<file path="src/rtl/manch_pkg.sv">
// Shared types, default sizing and the symbol helper for the Manchester transmitter.
// Pure declarations: no latency and no flow control of its own.
// Bit encoding is IEEE 802.3 style: first half-bit is ~b, second half-bit is b.
package manch_pkg;

    typedef enum logic [2:0] {
        IDLE,
        START,
        DATA,
        PARITY,
        GAP
    } tx_state_t;

    localparam int DATAWIDTH        = 8;
    localparam int counter_max      = 20;
    localparam int half_counter_max = 10;
    localparam int IDLE_GAP         = 20;

    function automatic logic manch_sym(input logic b, input logic phase);
        return phase ? b : ~b;
    endfunction

endpackage

</file>
<file path="src/rtl/manch_bit_timer.sv">
// Half-bit counter plus phase flag; half_tick on every half-bit wrap, bit_tick on each full bit.
// Ticks are combinational from the counter flops, so they are valid in the cycle before the boundary edge.
// No backpressure: it free-runs while en is high and is held cleared while en is low.
module manch_bit_timer #(
    parameter int half_counter_max = manch_pkg::half_counter_max
) (
    input  logic clk_20x,
    input  logic rst_n,
    input  logic en,
    output logic half_tick,
    output logic bit_tick,
    output logic phase
);

    localparam int CW = (half_counter_max > 1) ? $clog2(half_counter_max) : 1;

    logic [CW-1:0] half_cnt;
    logic          wrap;

    assign wrap      = (half_cnt == CW'(half_counter_max - 1));
    assign half_tick = en & wrap;
    assign bit_tick  = half_tick & phase;

    always_ff @(posedge clk_20x or negedge rst_n) begin
        if (!rst_n) begin
            half_cnt <= '0;
            phase    <= 1'b0;
        end else if (!en) begin
            half_cnt <= '0;
            phase    <= 1'b0;
        end else if (wrap) begin
            half_cnt <= '0;
            phase    <= ~phase;
        end else begin
            half_cnt <= half_cnt + 1'b1;
        end
    end

endmodule

</file>
<file path="src/rtl/manch_encoder_tx.sv">
// Manchester transmitter: start symbol, DATAWIDTH bits LSB-first, optional parity (MANCH_TX_PARITY_EN), idle gap.
// Latency: word captured on the accepting edge; the line goes high on that same edge (first start half-bit).
// Backpressure: ready is low for the whole frame plus IDLE_GAP cycles; load while ready=0 is ignored.
module manch_encoder_tx
    import manch_pkg::*;
#(
    parameter int DATAWIDTH        = manch_pkg::DATAWIDTH,
    parameter int counter_max      = manch_pkg::counter_max,
    parameter int half_counter_max = manch_pkg::half_counter_max,
    parameter int IDLE_GAP         = manch_pkg::IDLE_GAP
) (
    input  logic                 clk_20x,
    input  logic                 rst_n,
    input  logic [DATAWIDTH-1:0] parallel_in,
    input  logic                 load,
    output logic                 ready,
    output logic                 manch_encode_output,
    output logic                 busy,
    output logic                 flag
);

    localparam int IW = (DATAWIDTH > 1) ? $clog2(DATAWIDTH) : 1;
    localparam int GW = $clog2(IDLE_GAP + 1);

    tx_state_t            state;
    logic [DATAWIDTH-1:0] shift_reg;
    logic [IW-1:0]        bit_idx;
    logic [GW-1:0]        gap_cnt;
    logic                 timer_en;
    logic                 half_tick;
    logic                 bit_tick;
    logic                 phase;
`ifdef MANCH_TX_PARITY_EN
    logic                 parity_bit;
`endif

    assign busy     = ~ready;
    assign timer_en = (state == START) || (state == DATA) || (state == PARITY);

    manch_bit_timer #(
        .half_counter_max(half_counter_max)
    ) u_bit_timer (
        .clk_20x  (clk_20x),
        .rst_n    (rst_n),
        .en       (timer_en),
        .half_tick(half_tick),
        .bit_tick (bit_tick),
        .phase    (phase)
    );

    always_ff @(posedge clk_20x or negedge rst_n) begin
        if (!rst_n) begin
            state               <= IDLE;
            shift_reg           <= '0;
            bit_idx             <= '0;
            gap_cnt             <= '0;
            manch_encode_output <= 1'b0;
            ready               <= 1'b1;
            flag                <= 1'b0;
`ifdef MANCH_TX_PARITY_EN
            parity_bit          <= 1'b0;
`endif
        end else begin
            flag <= 1'b0;
            case (state)
                IDLE: begin
                    if (load && ready) begin
                        state               <= START;
                        shift_reg           <= parallel_in;
                        bit_idx             <= '0;
                        ready               <= 1'b0;
                        manch_encode_output <= manch_sym(1'b0, 1'b0);
`ifdef MANCH_TX_PARITY_EN
                        parity_bit          <= ^parallel_in;
`endif
                    end
                end
                START: begin
                    if (bit_tick) begin
                        state               <= DATA;
                        manch_encode_output <= manch_sym(shift_reg[0], 1'b0);
                    end else if (half_tick) begin
                        manch_encode_output <= manch_sym(1'b0, 1'b1);
                    end
                end
                DATA: begin
                    if (bit_tick) begin
                        if (bit_idx == IW'(DATAWIDTH - 1)) begin
`ifdef MANCH_TX_PARITY_EN
                            state               <= PARITY;
                            manch_encode_output <= manch_sym(parity_bit, 1'b0);
`else
                            state               <= GAP;
                            gap_cnt             <= '0;
                            flag                <= 1'b1;
                            manch_encode_output <= 1'b0;
`endif
                        end else begin
                            // shift_reg[1] becomes the new LSB on this edge
                            bit_idx             <= bit_idx + 1'b1;
                            shift_reg           <= shift_reg >> 1;
                            manch_encode_output <= manch_sym(shift_reg[1], 1'b0);
                        end
                    end else if (half_tick) begin
                        manch_encode_output <= manch_sym(shift_reg[0], 1'b1);
                    end
                end
`ifdef MANCH_TX_PARITY_EN
                PARITY: begin
                    if (bit_tick) begin
                        state               <= GAP;
                        gap_cnt             <= '0;
                        flag                <= 1'b1;
                        manch_encode_output <= 1'b0;
                    end else if (half_tick) begin
                        manch_encode_output <= manch_sym(parity_bit, 1'b1);
                    end
                end
`endif
                GAP: begin
                    if (gap_cnt == GW'(IDLE_GAP - 1)) begin
                        state   <= IDLE;
                        gap_cnt <= '0;
                        ready   <= 1'b1;
                    end else begin
                        gap_cnt <= gap_cnt + 1'b1;
                    end
                end
                default: begin
                    state               <= IDLE;
                    ready               <= 1'b1;
                    manch_encode_output <= 1'b0;
                end
            endcase
        end
    end

endmodule

</file>
<file path="config.mk">
export PLATFORM = sky130hd
export DESIGN_NAME = manch_encoder_tx
export DESIGN_NICKNAME = d
export VERILOG_FILES = /design/src/rtl/manch_pkg.sv /design/src/rtl/manch_bit_timer.sv /design/src/rtl/manch_encoder_tx.sv
export SDC_FILE = /design/constraint.sdc
export NUM_CORES = 1
export LEC_CHECK = 0
export ABC_CLOCK_PERIOD_IN_PS = 2000
export CAP_MARGIN = 25
export CORE_MARGIN = 1.5
export CORE_UTILIZATION = 35
export CTS_CLUSTER_SIZE = 14
export DETAILED_ROUTE_END_ITERATION = 16
export PLACE_DENSITY = 0.57
export SYNTH_ARGS = -nofsm -noshare
export SYNTH_HDL_FRONTEND = slang
export SYNTH_SLANG_ARGS = --single-unit
</file>
<file path="constraint.sdc">
create_clock -name clk_20x -period 2 [get_ports clk_20x]
set_input_delay 0.4 -clock clk_20x [delete_from_list [all_inputs] [get_ports clk_20x]]
set_output_delay 0.4 -clock clk_20x [all_outputs]
set_load 0.01 [all_outputs]
</file>
==> metrics.md <==
| Metric | Value |
|---|---|
| Status | `complete, no violations` |
| Reg2Reg Capture Point | `manch_encode_output$_DFFE_PN0P_` |
| Worst IR Drop VDD | `0.0004895 V` |
| Post-synth ARST share | `100.0%` |
| Gr usage total | `13.89%` |
| Setup TNS | `0 ps` |
| Adder-cell area share of the yosys netlist | `under 10%` |
| Simple-Gate Fraction of Synth Area | `around 18%` |
| Met3 WL post-DR | `around 75 µm` |
| Util after Layout | `42.88%` |
| Worst Skew | `1.955 ps` |
| Post-synth EDFFs | `0` |
| Endpoint type of the worst setup path | `flop` |
| Req. time, crit path | `2210 ps` |
| Top Layer Used | `met4` |
| Cells after Synth | `130` |
| Rows | `23` |
| DP Wirelength | `1976 µm` |
| TritonCTS Sinks | `27` |
| Layout cells sized above 1 | `between 10% and 20%` |
| Unrepaired setup endpoints after global routing | `false` |
| Mean post-synth cell area | `11.23 µm²` |
| First-pass GRT wire length | `4809 µm` |
| Routed via count | `1004` |
| Rel. slew slack | `66.34%` |
| Sequential cell area fraction in the yosys report | `46.36%` |
| WL per Instance | `13.77 µm` |
| DRC | `0` |
| Worst min-delay path class | `primary input to asynchronous set/reset pin` |
| Initial antenna violation count | `0` |
| Diode count | `0` |
| Worst reg2reg startpoint | `bit_idx[0]$_DFFE_PN0P_` |
| Chip width | `67.59 µm` |
| Post-CTS sizing | `0` |
| Synth Cell Area | `1460 µm²` |
| Setup CP Type | `flop to flop` |
| Final Hold Fails | `0` |
| Leakage | `0.7746 nW` |
| Final Routed Wirelength | `2727 µm` |
| Pre-Repair DR Iteration Count | `3` |
| Vias in the first global route | `1057` |
| Die Y | `67.59 µm` |
| Later-pin clock latency in the skew report | `approximately 280 ps` |
| Main combinational cell family by area after synthesis | `simple AND/OR/NAND/NOR gates` |
| Post-synth cell types | `43` |
| Post-Synth XOR/XNOR Area | `2.399%` |
| Initial Util | `a little over a third` |
| Area fraction in compound gates after synthesis | `9.769%` |
| Number of nets in the layout | `between 150 and 200` |
| Post-CTS Setup Inserts | `0` |
| Tmin final | `1857 ps` |
| Worst Path Max Fanout | `5` |
| Port Buffers | `14` |
| Total die area | `4568 µm²` |
| Reg clk slew, reported paths | `90 ps` |
| Routed Antenna Nets | `0` |
| Worst-Margin Slew | `498.2 ps` |
| Slew Viols, Final | `0` |
| Post-synth top flop | `dfrtp_1` |
| Cell Pwr Density | `523.5 nW/µm²` |
| Hold_buf cts | `0` |
| Met2 wire len | `between 1000 and 1500 µm` |
| Synthesized flop and latch total | `27` |
| Max Freq | `538.4 MHz` |
| Min Hold Slack | `between 400 and 500 ps` |
| GPL Wtd Cong | `between 0.7 and 0.8` |
| I/O pin cnt | `15` |
| Clk buf depth | `2` |
| Vias/cell | `5.071` |
| CTS Buf Count | `3` |
| DRT iter0 DRCs | `28` |
| Core Area | `4000 µm²` |
| Post-synthesis mux area share | `between 10% and 20%` |
| CTS tree | `yes` |
| Root Driver | `clkbuf_8` |
| H-tree levels | `1` |
| Syn Nets | `146` |
| DRT met1 WL | `1323 µm` |
| Worst EP arrival | `2070 ps` |
| Largest net degree at the start of global routing | `28` |
| Congestion Overflow GR | `0` |
| Area delta synth->final | `17.48%` |
| Critical Path Start Type | `flop` |
| Synthesis Warnings | `0` |
| Reg2reg path depth | `6` |
| # setup viols final | `0` |
| Worst reg-to-reg setup slack | `140 ps` |
| Fin crit share | `92.86%` |
| Max FFs per register | `8` |
| Max Cap Violations | `0` |
## logic make-up after synthesis
kind of cell             Yosys count
AO/OA/AOI/OAI                     20
XOR/XNOR                           4
adder cells (fa/ha/maj)            5
buffers and inverters             13
flip-flops                        27
multiplexers                      20
AND/OR/NAND/NOR                   41
## stage by stage
step / area (µm²) / instances / total power, mW / setup slack [ps]
global placement: 1669 / 194 / 0.5928 / 168.6
finish: 1715 / 198 / 0.8980 / 142.7
global route: 1715 / 198 / 0.9443 / 68.50
CTS: 1715 / 198 / 0.9158 / 126.6
detailed placement: 1669 / 194 / 0.5935 / 135.4
floorplan: 1460 / 130 / 0.5603 / 256.7
## synthesized netlist by cell type (3+ instances only)
library cell	n	area [µm²]
nand2_1	6	22.52
a21oi_1	7	35.03
mux2_1	8	90.09
ha_1	5	62.56
mux2_2	9	101.4
xnor2_1	3	26.28
nor2_1	9	33.78
dfrtp_1	26	650.6
mux2i_1	3	30.03
inv_1	8	30.03
nand3_1	5	25.02
## power by group
group          internal [mW]  switching, mW  leakage (nW)  total (mW)
registers              0.546              0         0.340       0.546
clock network          0.140          0.177        0.0255       0.317
logic                 0.0205         0.0152         0.410      0.0357
## routing by layer
layer / global-route usage [%] / vias up
met5: 0 / -
met4: 3.061 / 0
met3: 4.333 / 2
met2: 22.67 / 7
met1: 17.99 / 492
li1: - / 503
## worst max-delay path: stages, from the launching register on
cell and delay (ps):
dfrtp_1 410, ha_1 210, ha_1 240, or4b_1 500
a21oi_2 190, o221ai_2 110, a21oi_2 140
## how the worst max path moves through the flow
stage	endpoint	from	slack, ps
2_1_floorplan	manch_encode_output$_DFFE_PN0P_	bit_idx[0]$_DFFE_PN0P_	260
3_3_place_gp	shift_reg[7]$_DFFE_PN0P_	load	170
3_5_place_dp	shift_reg[7]$_DFFE_PN0P_	load	140
4_1_cts	manch_encode_output$_DFFE_PN0P_	bit_idx[0]$_DFFE_PN0P_	130
5_1_grt	manch_encode_output$_DFFE_PN0P_	bit_idx[0]$_DFFE_PN0P_	70
6_report	manch_encode_output$_DFFE_PN0P_	bit_idx[0]$_DFFE_PN0P_	140
## cell usage in the layout (no fill, tap or decap), types with 2 or more instances in the layout
cell / synthesis / final
o22ai_1: 2 / 2
mux2i_1: 3 / 3
a21oi_2: 2 / 2
dfrtp_1: 26 / 26
ha_1: 5 / 5
nand2_1: 6 / 6
nor3_1: 2 / 2
clkbuf_8: 0 / 3
nand3_1: 5 / 5
nand2b_1: 2 / 2
mux2_2: 9 / 9
xnor2_1: 3 / 3
nor2_1: 9 / 9
mux2_1: 8 / 8
nand4b_1: 2 / 2
buf_4: 1 / 5
or2_2: 2 / 2
nor3_2: 2 / 2
inv_1: 8 / 8
a22o_1: 2 / 2
clkdlybuf4s50_1: 0 / 14
a21oi_1: 7 / 7
## cell type report
cell class                 instances  area, µm²
timing repair buffer              19      177.7
tap                               50      62.56
multi-input combinational         90      721.9
clock buffer                       3      41.29
inverter                           8      30.03
fill                             390       2285
sequential                        27      676.9
clock inverter                     1      5.005
No activity file was read; power rests on OpenSTA's default activity.
